## src/rtl/booth_seq_mult_if.sv

```systemverilog
// Handshake and data bundle for booth_seq_mult: request side (start, mode, operands)
// and result side (busy, done, product).
interface booth_seq_mult_if #(
    parameter int W = 8
);
    logic           start;
    logic           signed_mode;
    logic [W-1:0]   a;
    logic [W-1:0]   b;
    logic           busy;
    logic           done;
    logic [2*W-1:0] product;

    modport master (
        output start, signed_mode, a, b,
        input  busy, done, product
    );

    modport slave (
        input  start, signed_mode, a, b,
        output busy, done, product
    );
endinterface

```

## src/rtl/booth_seq_mult.sv

```systemverilog
// Sequential radix-2 Booth multiplier, signed/unsigned per operation.
// Latency: W+1 CALC cycles, done pulses on the next; BOOTH_EARLY_TERM_EN makes it 1..W+1.
// Backpressure: start is accepted only in IDLE or DONE and ignored while busy.
module booth_seq_mult #(
    parameter int W = 8
) (
    input  logic             clk,
    input  logic             reset,
    booth_seq_mult_if.slave  bus
);
    localparam int CW = $clog2(W + 2);

    typedef enum logic [1:0] {IDLE, CALC, DONE} state_t;

    state_t         state_q, state_d;
    logic [W+1:0]   acc_q, acc_d;
    logic [W:0]     q_q, q_d;
    logic           qm1_q, qm1_d;
    logic [W:0]     m_q, m_d;
    logic [CW-1:0]  count_q, count_d;
    logic [2*W-1:0] product_q, product_d;
    logic           busy_q, busy_d;
    logic           done_q, done_d;

    logic [W+1:0]   m_ext;
    logic [W+1:0]   sum;
    logic           last_step;
`ifdef BOOTH_EARLY_TERM_EN
    logic [W:0]     rem_mask;
    logic           early;
    logic [2*W+2:0] shifted;
`endif

    assign m_ext = {m_q[W], m_q};

    always_comb begin
        state_d   = state_q;
        acc_d     = acc_q;
        q_d       = q_q;
        qm1_d     = qm1_q;
        m_d       = m_q;
        count_d   = count_q;
        product_d = product_q;
        sum       = acc_q;
        last_step = 1'b0;
`ifdef BOOTH_EARLY_TERM_EN
        rem_mask  = '0;
        early     = 1'b0;
        shifted   = '0;
`endif
        unique case (state_q)
            IDLE, DONE: begin
                if (bus.start) begin
                    m_d     = {bus.signed_mode & bus.a[W-1], bus.a};
                    q_d     = {bus.signed_mode & bus.b[W-1], bus.b};
                    acc_d   = '0;
                    qm1_d   = 1'b0;
                    count_d = CW'(W + 1);
                    state_d = CALC;
                end else begin
                    state_d = IDLE;
                end
            end
            CALC: begin
                unique case ({q_q[0], qm1_q})
                    2'b01:   sum = acc_q + m_ext;
                    2'b10:   sum = acc_q - m_ext;
                    default: sum = acc_q;
                endcase
                acc_d     = {sum[W+1], sum[W+1:1]};
                q_d       = {sum[0], q_q[W:1]};
                qm1_d     = q_q[0];
                count_d   = count_q - 1'b1;
                last_step = (count_q == CW'(1));
`ifdef BOOTH_EARLY_TERM_EN
                // Remaining multiplier bits all equal to q_m1: every remaining step is a pure shift.
                rem_mask = {(W+1){1'b1}} >> (CW'(W + 1) - count_q);
                early    = qm1_q ? ((q_q & rem_mask) == rem_mask) : ((q_q & rem_mask) == '0);
                shifted  = $signed({acc_q, q_q}) >>> count_q;
                if (early) begin
                    acc_d     = shifted[2*W+2:W+1];
                    q_d       = shifted[W:0];
                    qm1_d     = 1'b0;
                    count_d   = '0;
                    last_step = 1'b1;
                end
`endif
                if (last_step) begin
                    product_d = {acc_d[W-2:0], q_d};
                    state_d   = DONE;
                end
            end
            default: state_d = IDLE;
        endcase
        busy_d = (state_d == CALC);
        done_d = (state_d == DONE);
    end

    always_ff @(posedge clk or posedge reset) begin
        if (reset) begin
            state_q   <= IDLE;
            acc_q     <= '0;
            q_q       <= '0;
            qm1_q     <= 1'b0;
            m_q       <= '0;
            count_q   <= '0;
            product_q <= '0;
            busy_q    <= 1'b0;
            done_q    <= 1'b0;
        end else begin
            state_q   <= state_d;
            acc_q     <= acc_d;
            q_q       <= q_d;
            qm1_q     <= qm1_d;
            m_q       <= m_d;
            count_q   <= count_d;
            product_q <= product_d;
            busy_q    <= busy_d;
            done_q    <= done_d;
        end
    end

    assign bus.busy    = busy_q;
    assign bus.done    = done_q;
    assign bus.product = product_q;
endmodule

```

## src/flat_wrapper.sv

```systemverilog
// flat-port wrapper written by rule: the top's interface ports become plain ports
module booth_seq_mult_flat 
#(
    parameter int W = 8
)
  (clk, reset, bus_start, bus_signed_mode, bus_a, bus_b, bus_busy, bus_done, bus_product);
  booth_seq_mult_if #(.W(W)) bus_i ();
  input  logic clk;
  input  logic reset;
  input wire logic [$bits(bus_i.start)-1:0] bus_start;
  input wire logic [$bits(bus_i.signed_mode)-1:0] bus_signed_mode;
  input wire logic [$bits(bus_i.a)-1:0] bus_a;
  input wire logic [$bits(bus_i.b)-1:0] bus_b;
  output wire logic [$bits(bus_i.busy)-1:0] bus_busy;
  output wire logic [$bits(bus_i.done)-1:0] bus_done;
  output wire logic [$bits(bus_i.product)-1:0] bus_product;
  assign bus_i.start = bus_start;
  assign bus_i.signed_mode = bus_signed_mode;
  assign bus_i.a = bus_a;
  assign bus_i.b = bus_b;
  assign bus_busy = bus_i.busy;
  assign bus_done = bus_i.done;
  assign bus_product = bus_i.product;
  booth_seq_mult #(.W(W)) u_core (.clk(clk), .reset(reset), .bus(bus_i));
endmodule
```

## config.mk

```make
export PLATFORM = sky130hd
export DESIGN_NAME = booth_seq_mult_flat
export DESIGN_NICKNAME = d
export VERILOG_FILES = /design/src/rtl/booth_seq_mult_if.sv /design/src/rtl/booth_seq_mult.sv /design/src/flat_wrapper.sv
export SDC_FILE = /design/constraint.sdc
export NUM_CORES = 1
export LEC_CHECK = 0
export ABC_AREA = 0
export CORE_UTILIZATION = 41
export DETAILED_ROUTE_END_ITERATION = 16
export PLACE_DENSITY_LB_ADDON = 0.25
export SYNTH_ARGS = -nofsm -noshare
export SYNTH_HDL_FRONTEND = slang
export SYNTH_SLANG_ARGS = --single-unit
```

## constraint.sdc

```tcl
create_clock -name clk -period 3.4 [get_ports clk]
set_input_delay 0.51 -clock clk [delete_from_list [all_inputs] [get_ports clk]]
set_output_delay 0.51 -clock clk [all_outputs]
set_load 0.005 [all_outputs]
```

==> results.txt, run 1 <==
Setup violators final = 0
DRT Pass-1 Iters = 4
Sw Share = 0.438
GR Util All Layers = 0.175
Htree depth = 2
Clk buf depth = 2
PostCTS Resize Cnt = 0
Relative slew slack = 0.280
Share of cells above drive strength 1 = 0.0571
Pwr per Cell Area = 1190 nW/um2
Commonest non-fill, non-tap cells in the layout = 83 x nand2_1, 52 x dfrtp_1, 37 x clkdlybuf4s50_1
Ant diodes = 0
Library cells used by synthesis = 44
Row Count = 29
Clock slew at reported path FFs = 0.10 ns
Setup Crit Path Kind = reg -> reg
Setup Skew = 0.00991 ns
GRT overflow = 0
Starting density of the core = 0.426
Setup TNS Final = 0 ns
Synthesized area per cell = 9.04 um2
Hold_buf cts = 0
FF-to-FF Start = u_core.qm1_q
Dominant synthesized flop cell = dfrtp_1
Sequential-to-total area share from yosys stat = 0.481
1st-iter DRT viols = 97
Synth Net Count = 333
Clock Latency Late Sink = 0.31 ns
Nets@finish = 367
Worst Setup EP = u_core.bus.product[14]
Hold violation count in the final report = 0
Hold Path Cell Cnt = 2
Synth top area share = 0.481
Critical path startpoint = u_core.qm1_q
Global-route wire length before repair = 9890 um
Worst hold-check path type = reg -> reg
Slew Limit Fails = 0
#FFs+latches synth = 52
CP Depth = 10
Routed len/inst = 13.7 um
Routed vias = 2,136
Area grow syn2layout = 19.3%
Residual DRC count = 0
Post-CTS setup buffer count = 0
Die W = 83.2 um
Via density = 5.21
I/O Buffers = 37
Initial antenna violation count = 0
Req. time, crit path = 3.62 ns
Post-synth top area cell = dfrtp_1
CP max FO = 10
Share of power burned in registers = 0.299
Post-synth EDFFs = 0
Remaining antenna violation count after routing = 0
Worst-Margin Slew = 1.08 ns
Fillers = 613
Final critical-path share of the clock period = 0.786
Largest net degree at the start of global routing = 53
Clk pwr share = 0.089
Yosys warning count = 0
Area of the multi-input gates = 1300 um2
Tmin final = 2.67 ns
Mapped Area = 2700 um2
Crit start category = flip-flop
Crit-path leading delay family = adder cells
Max Fclk = 0.374 GHz
CP endpoint kind = flip-flop
Cell count of the worst reg-to-reg path = 10
CTS buffer count = 5
Clock sink count = 52
Max-cap violations = 0
RSZ-0062 raised after global routing = no
# IOs = 38
Commonest non-fill, non-tap cell in the layout = nand2_1
Slowest cell on crit path = mux2_2
Design area = 3230 um2
HPWL after DPL = 4070 um
Full die area = 6920 um2
Max VDD drop = 0.542 mV
Total power = 3.84 mW
Synth Instances = 299
Vias in the first global route = 2,167
Leakage Power = 1.51 nW
Total net switching power = 1.68 mW
CORE AREA = 6350 um2
Gpl congestion = 0.776
Top cells by area, synth = dfrtp_1 48%, nand2_1 12%, ha_1 6.0%
Combinational Power Share = 0.611
Critical path's largest stage delay = 0.41 ns
Internal = 2.16 mW
Die height = 83.2 um
Area after DPL = 3140 um2
CTS tree = built
Reg2reg end = u_core.bus.product[14]
Status = finished clean
Critical Path, Cell by Cell = inv_1 > ha_1 > mux2_2 > fa_1 > and2b_1 > o31a_1 > o21a_1 > nor2_2 > xor2_1 > a311oi_1
Register area = 1300 um2
Crit path DAT = 2.89 ns
R2r setup slk = 0.73 ns
Clock Tree Root = clkbuf_8
Buf/Inv on CP = 1
DRT Wirelength = 5620 um
Post-synthesis async set-or-reset flop share = 1.00
[cells by family after synthesis]
family          count (synthesis)  share of synthesized area
mux                             6                     0.0227
compound gates                 64                      0.153
simple gates                  125                      0.199
xor+xnor                       12                     0.0389
buf+inv                        26                     0.0375
flops                          52                      0.481
fa+ha+maj                      14                     0.0676
[state kept, by name, indices dropped and copies added (netlist names)]
register	flops
u_core.bus.product	16
u_core.acc_q	9
u_core.count_q	4
u_core.qm1_q	1
u_core.bus.busy	1
u_core.bus.done	1
u_core.state_q	2
u_core.q_q	9
u_core.m_q	9
[layer usage]
| layer | up-vias | wire length, um | track usage |
|---|---|---|---|
| li1 | 1078 | - | - |
| met1 | 1025 | 2670 | 0.230 |
| met5 | - | 0 | 0 |
| met2 | 27 | 2710 | 0.294 |
| met4 | 0 | 61 | 0.0470 |
| met3 | 6 | 174 | 0.0348 |
[synth_stat cells (all sizes together), types with 2 or more instances]
master and n:
nor3 7, dfrtp 52, o21a 2, nand3 7
nor2 12, a211oi 2, and2b 2, o31ai 2
a21oi 15, a21o 2, nand2 83, xnor2 11
a22o 2, ha 13, o211ai 2, and2 3
mux2i 5, buf 4, clkbuf 10, nor2b 2
o21ai 20, a22oi 8, inv 12, nand2b 4
a31oi 4
[per-stage QoR]
step	hold slack, ns	setup WS [ns]	utilization	cells
2_1_floorplan	0.458	0.823	-	299
5_1_grt	0.513	0.595	0.508	410
3_5_place_dp	0.461	0.755	0.495	403
3_3_place_gp	0.464	0.807	0.495	403
4_1_cts	0.492	0.729	0.508	410
6_report	0.490	0.726	0.508	410
[power groups by stage]
| stage | Combinational (mW) | Sequential (mW) | Clock, mW |
|---|---|---|---|
| final | 2.35 | 1.15 | 0.343 |
| after global routing | 2.67 | 1.19 | 0.374 |
| after CTS | 2.37 | 1.15 | 0.355 |
| after detailed placement | 2.36 | 1.16 | 0 |
| after global placement | 2.30 | 1.15 | 0 |
| after floorplan | 1.78 | 1.11 | 0 |
[worst reg2reg max path: cells and delay by family, from the launching register on]
family          cells  cell delay [ns]
fa+ha+maj           2             0.73
compound gates      3             0.58
mux                 1             0.41
flops               1             0.38
simple gates        2             0.28
xor+xnor            1             0.15
buf+inv             1             0.06
[final cells by class]
type / instances / share of cell area
Multi-Input combinational cell: 221 / 0.403
Clock inverter: 2 / 0.00388
Inverter: 12 / 0.0140
Clock buffer: 5 / 0.0213
Tap cell: 77 / 0.0299
Timing Repair Buffer: 41 / 0.124
Sequential cell: 52 / 0.403
[worst min-delay path by stage]
stage                           startpoint                endpoint  slack, ns
floorplan                u_core.count_q[3]       u_core.count_q[3]       0.46
global placement     u_core.bus.product[3]   u_core.bus.product[3]       0.46
detailed placement   u_core.bus.product[5]   u_core.bus.product[5]       0.46
CTS                 u_core.bus.product[15]  u_core.bus.product[15]       0.49
global route         u_core.bus.product[7]   u_core.bus.product[7]       0.51
finish               u_core.bus.product[6]   u_core.bus.product[6]       0.49
Power figures use the tool's default switching activity.
==> run 2, diff against run 1 <==
- clock period: 3.4 -> 2.6 ns (I/O delays scaled with it)
==> results.txt, run 2 (synthesis gave the netlist of run 1 again) <==
Crit-path leading delay family = adder cells
Crit path DAT = 2.68 ns (-0.21 ns)
GR Util All Layers = 0.176 (+0.000996)
Area of the multi-input gates = 1340 um2 (+2.8%)
Clk buf depth = 2 (unchanged)
DRT Wirelength = 5890 um (+4.9%)
Routed vias = 2,211 (+3.5%)
Starting density of the core = 0.426 (unchanged)
Reg2reg end = u_core.bus.product[14]
Max Fclk = 0.404 GHz (+8.0%)
DRT Pass-1 Iters = 4 (unchanged)
Clock Tree Root = clkbuf_8
# IOs = 38 (unchanged)
Area grow syn2layout = 25.2%
Buf/Inv on CP = 1 (unchanged)
Setup TNS Final = 0 ns (unchanged)
Cell count of the worst reg-to-reg path = 10 (unchanged)
Combinational Power Share = 0.608 (-0.003)
CP endpoint kind = flip-flop
Sw Share = 0.418 (-0.0203)
GRT overflow = 0 (unchanged)
Total net switching power = 2.30 mW (+37%)
Commonest non-fill, non-tap cell in the layout = nand2_1
Remaining antenna violation count after routing = 0 (unchanged)
Design area = 3380 um2 (+4.9%)
1st-iter DRT viols = 128 (+32%)
Via density = 5.26 (+1.0%)
Htree depth = 2 (unchanged)
R2r setup slk = 0.12 ns (-0.60 ns)
Max-cap violations = 0 (unchanged)
Gpl congestion = 0.815 (+5.0%)
Die height = 83.2 um (unchanged)
Routed len/inst = 14.0 um (+2.4%)
Row Count = 29 (unchanged)
Total power = 5.50 mW (+43%)
DP Cell Count = 408 (+1.2%)
Clock sink count = 52 (unchanged)
Clock Latency Late Sink = 0.30 ns (about the same)
Register area = 1300 um2 (unchanged)
Crit start category = flip-flop
Global-route wire length before repair = 9870 um (-0.21%)
Relative slew slack = 0.459 (+0.180)
Clock slew at reported path FFs = 0.10 ns (about the same)
Critical Path, Cell by Cell = inv_2 > ha_2 > mux2_4 > fa_2 > and2b_1 > o31a_1 > o21a_1 > nor2_2 > xor2_1 > a311oi_1
Largest register FFs = 16 (unchanged)
Final Non-Filler Cells = 420 (+2.4%)
Vias in the first global route = 2,119 (-2.2%)
CTS buffer count = 5 (unchanged)
FF-to-FF Start = u_core.m_q[1]
Full die area = 6920 um2 (unchanged)
Slew Limit Fails = 0 (unchanged)
Worst-Margin Slew = 0.808 ns (-0.271 ns)
Commonest non-fill, non-tap cells in the layout = 83 x nand2_1, 52 x dfrtp_1, 37 x clkdlybuf4s50_1
Setup violators final = 0 (unchanged)
CORE AREA = 6350 um2 (unchanged)
Worst hold-check path type = in -> async
Ant diodes = 0 (unchanged)
Internal = 3.20 mW (+49%)
Fin util = 0.533 (+0.0250)
Largest net degree at the start of global routing = 28 (-47%)
CP max FO = 4 (-6)
Slowest cell on crit path = dfrtp_1
Die W = 83.2 um (unchanged)
Status = finished clean
Leakage Power = 1.58 nW (+5.0%)
I/O Buffers = 37 (unchanged)
Setup Skew = 0.00563 ns (-0.00429 ns)
Tmin final = 2.48 ns (-0.197 ns)
Fillers = 566 (-7.7%)
Residual DRC count = 0 (unchanged)
Final critical-path share of the clock period = 0.952 (+0.166)
Pwr per Cell Area = 1630 nW/um2 (+37%)
Req. time, crit path = 2.81 ns (-0.81 ns)
Initial antenna violation count = 0 (unchanged)
Clk pwr share = 0.118 (+0.029)
Share of cells above drive strength 1 = 0.108 (+0.0508)
Setup Crit Path Kind = reg -> reg
Share of power burned in registers = 0.275 (-0.024)
CP Depth = 10 (unchanged)
Critical path's largest stage delay = 0.43 ns (+0.02 ns)
Area after DPL = 3180 um2 (+1.2%)
HPWL after DPL = 4220 um (+3.6%)
CTS tree = built
Hold violation count in the final report = 0 (unchanged)
Max VDD drop = 0.775 mV (+43%)
Nets@finish = 377 (+2.7%)
## run 2: cell count changes in the layout (fill, tap and decap cells not counted), moves of 2 or more
cell / previous run / this run
buf_4: 4 / 14
bufinv_16: 0 / 2
ha_1: 13 / 11
inv_1: 10 / 8
inv_2: 2 / 4
## run 2: per-stage QoR
step           worst slack [ns]  hold slack [ns]
4_1_cts                  0.0336            0.471
3_5_place_dp             0.0760            0.461
6_report                  0.124            0.450
5_1_grt                 -0.0175            0.509
3_3_place_gp              0.140            0.462
2_1_floorplan            0.0225            0.458
## run 2: worst max path at each step
stage	slack (ns)	to	from
global route	-0.02	u_core.acc_q[6]	u_core.m_q[1]
global placement	0.14	u_core.bus.product[14]	u_core.qm1_q
CTS	0.03	u_core.bus.product[14]	u_core.m_q[0]
floorplan	0.02	u_core.bus.product[14]	u_core.qm1_q
detailed placement	0.08	u_core.bus.product[14]	u_core.m_q[0]
finish	0.12	u_core.bus.product[14]	u_core.m_q[1]
## run 2: power groups by stage
stage / Sequential [mW] / Clock (mW) / Combinational [mW]
floorplan: 1.45 / 0 / 2.32
finish: 1.51 / 0.648 / 3.35
global placement: 1.51 / 0 / 3.07
global route: 1.56 / 0.683 / 3.75
CTS: 1.50 / 0.659 / 3.15
detailed placement: 1.51 / 0 / 3.13
## run 2: worst register-to-register path, stage by stage (launching register included)
cell,delay [ns]
dfrtp_1,0.43
inv_2,0.07
ha_2,0.26
mux2_4,0.28
fa_2,0.34
and2b_1,0.23
o31a_1,0.19
o21a_1,0.16
nor2_2,0.04
xor2_1,0.15
a311oi_1,0.23
## run 2: layout make-up
cell class / count / area share
well taps: 77 / 0.0285
inverters: 12 / 0.0133
repair buffers: 51 / 0.140
clock buffers: 5 / 0.0203
multi-input cells: 221 / 0.395
clock inverters: 2 / 0.0177
flip-flops and latches: 52 / 0.384
## run 2: routing by layer
metal	global-route usage	vias to the layer above	part of all wire
li1	-	1103	-
met5	0	-	0
met2	0.292	40	0.49
met1	0.228	1060	0.46
met4	0.0549	0	0.013
met3	0.0398	8	0.037
## run 2: what timing repair did
item / 4_1_cts / 5_1_grt
endpoints found under the setup margin: 0 / 6
setup buffers: 0 / 5
hold buffers: 0 / 0
hold endpoints to repair: 0 / 0
gates resized for setup: 0 / 10
==> run 3, diff against run 2 <==
- CELL_PAD_IN_SITES_DETAIL_PLACEMENT: not set -> 0
- CELL_PAD_IN_SITES_GLOBAL_PLACEMENT: not set -> 1
==> results.txt, run 3 (synthesis gave the netlist of run 1 again) <==
Worst slack at placement = 0.0454 ns (-0.0306 ns)
Relative slew slack = 0.345 (-0.114)
Starting density of the core = 0.426 (unchanged)
Combinational Power Share = 0.630 (+0.022)
Clock slew at reported path FFs = 0.11 ns (about the same)
Tmin final = 2.50 ns (+0.0270 ns)
DRT Wirelength = 5980 um (+1.5%)
Clock sink count = 52 (unchanged)
Status = finished clean
Hold violation count in the final report = 0 (unchanged)
I/O Buffers = 37 (unchanged)
Via density = 5.16 (-2.0%)
Gpl congestion = 0.798 (-2.1%)
Die height = 83.2 um (unchanged)
Met1 GRT Util = 0.242 (+0.0135)
HPWL after DPL = 4210 um (-0.23%)
Remaining antenna violation count after routing = 0 (unchanged)
Row Count = 29 (unchanged)
Area of the multi-input gates = 1370 um2 (+2.4%)
Clock Latency Late Sink = 0.32 ns (+0.02 ns)
Crit path top cell by count = buf_4
Pwr per Cell Area = 1590 nW/um2 (-2.2%)
Htree depth = 2 (unchanged)
CP endpoint kind = flip-flop
Clock Tree Root = clkbuf_8
Clk buf depth = 2 (unchanged)
Residual DRC count = 0 (unchanged)
Critical Path, Cell by Cell = buf_4 > buf_4 > nor3_1 > nor2_1 > xnor2_1 > ha_1 > o211ai_2 > a21o_1 > a21oi_1 > or3_1 > a31oi_2 > o21ai_0
Slew Limit Fails = 0 (unchanged)
CP max FO = 4 (unchanged)
Setup violators final = 0 (unchanged)
Full die area = 6920 um2 (unchanged)
Critical path's largest stage delay = 0.40 ns (-0.03 ns)
GR Util All Layers = 0.180 (+0.00428)
Vias in the first global route = 2,081 (-1.8%)
CORE AREA = 6350 um2 (unchanged)
Area grow syn2layout = 25.3% (about the same)
Ant diodes = 0 (unchanged)
Share of power burned in registers = 0.281 (+0.006)
Max VDD drop = 0.803 mV (+3.7%)
Hold_buf cts = 0 (unchanged)
Die W = 83.2 um (unchanged)
# IOs = 38 (unchanged)
Sw Share = 0.435 (+0.0170)
Clk pwr share = 0.089 (-0.029)
Met2 Usage GRT = 0.293 (+0.000745)
Initial antenna violation count = 0 (unchanged)
Worst hold-check slack = 0.431 ns (-0.0189 ns)
Internal = 3.05 mW (-5.0%)
Final critical-path share of the clock period = 0.963 (+0.0104)
GRT overflow = 0 (unchanged)
Req. time, crit path = 2.77 ns (-0.04 ns)
1st-iter DRT viols = 100 (-22%)
Setup Crit Path Kind = reg -> reg
RSZ-0062 raised after global routing = yes
Crit path DAT = 2.67 ns (about the same)
M3 GR Usage = 0.0278 (-0.0119)
Worst hold-check path type = in -> async
Leakage Power = 1.57 nW (-0.57%)
Routed len/inst = 14.2 um (+1.5%)
Crit start category = flip-flop
Global-route wire length before repair = 9920 um (+0.50%)
Total net switching power = 2.34 mW (+1.9%)
Max-cap violations = 0 (unchanged)
CTS buffer count = 5 (unchanged)
Fillers = 588 (+3.9%)
Max Fclk = 0.400 GHz (-1.1%)
Setup Skew = 0.0174 ns (+0.0118 ns)
Top Usage Layer GRT = met2
Worst-Margin Slew = 0.978 ns (+0.170 ns)
Final setup margin = 0.0969 ns (-0.0270 ns)
Slowest cell on crit path = dfrtp_1
Nets@finish = 376 (-0.27%)
Largest net degree at the start of global routing = 28 (unchanged)
Commonest non-fill, non-tap cell in the layout = nand2_1
Register area = 1300 um2 (unchanged)
CTS tree = built
DRT Pass-1 Iters = 4 (unchanged)
Share of cells above drive strength 1 = 0.120 (+0.0117)
Largest register FFs = 16 (unchanged)
Routed vias = 2,167 (-2.0%)
Commonest non-fill, non-tap cells in the layout = 83 x nand2_1, 52 x dfrtp_1, 37 x clkdlybuf4s50_1
==> run 3: what timing repair did <==
action	CTS	global route
endpoints found under the setup margin	0	9
resized for setup	0	17
setup buffers	0	7
==> run 3: worst paths after layout <==
kind                                  startpoint               endpoint  slack (ns)  cells after the start
setup / recovery                   u_core.m_q[1]        u_core.acc_q[6]         0.1                     12
hold / removal                             reset      u_core.count_q[0]        0.43                      2
setup reg to reg                   u_core.m_q[1]        u_core.acc_q[6]         0.1                     12
hold reg to reg            u_core.bus.product[7]  u_core.bus.product[7]        0.48                      2
max in group asynchronous                  reset          u_core.m_q[4]        1.61                      3
min in group clk           u_core.bus.product[7]  u_core.bus.product[7]        0.48                      2
==> run 3: layer usage <==
layer	share of wire	wire, um
met1	0.49	2940
met2	0.47	2800
met3	0.024	141
met4	0.017	101
met5	0	0
==> run 3: layout make-up <==
type                       count  share of cell area
tap                           77              0.0284
multi-input combinational    221               0.405
timing repair buffer          50               0.143
clock buffer                   5              0.0203
sequential                    52               0.384
clock inverter                 3             0.00628
inverter                      12              0.0133
==> run 3: critical path: cells and delay by family (launching register included) <==
family / cells / cell delay, ns
buf+inv: 2 / 0.28
simple gates: 3 / 0.61
fa+ha+maj: 1 / 0.34
flops: 1 / 0.40
compound gates: 5 / 0.63
xor+xnor: 1 / 0.13
==> run 3: through the flow <==
stage                     area [um2]  TNS [ns]  std cells   util  power [mW]
after floorplan                 2700         0        299      -        3.78
after global placement          3170         0        405  0.500        4.57
after detailed placement        3170         0        405  0.500        4.62
after CTS                       3260         0        413  0.514        5.12
after global routing            3390   -0.0556        420  0.533        5.92
final                           3390         0        420  0.533        5.39
==> run 3: power groups by stage <==
stage / registers, mW / logic, mW / clock network [mW]
floorplan: 1.45 / 2.32 / 0
global placement: 1.51 / 3.06 / 0
detailed placement: 1.51 / 3.11 / 0
CTS: 1.50 / 3.13 / 0.493
global route: 1.56 / 3.83 / 0.521
finish: 1.51 / 3.39 / 0.481
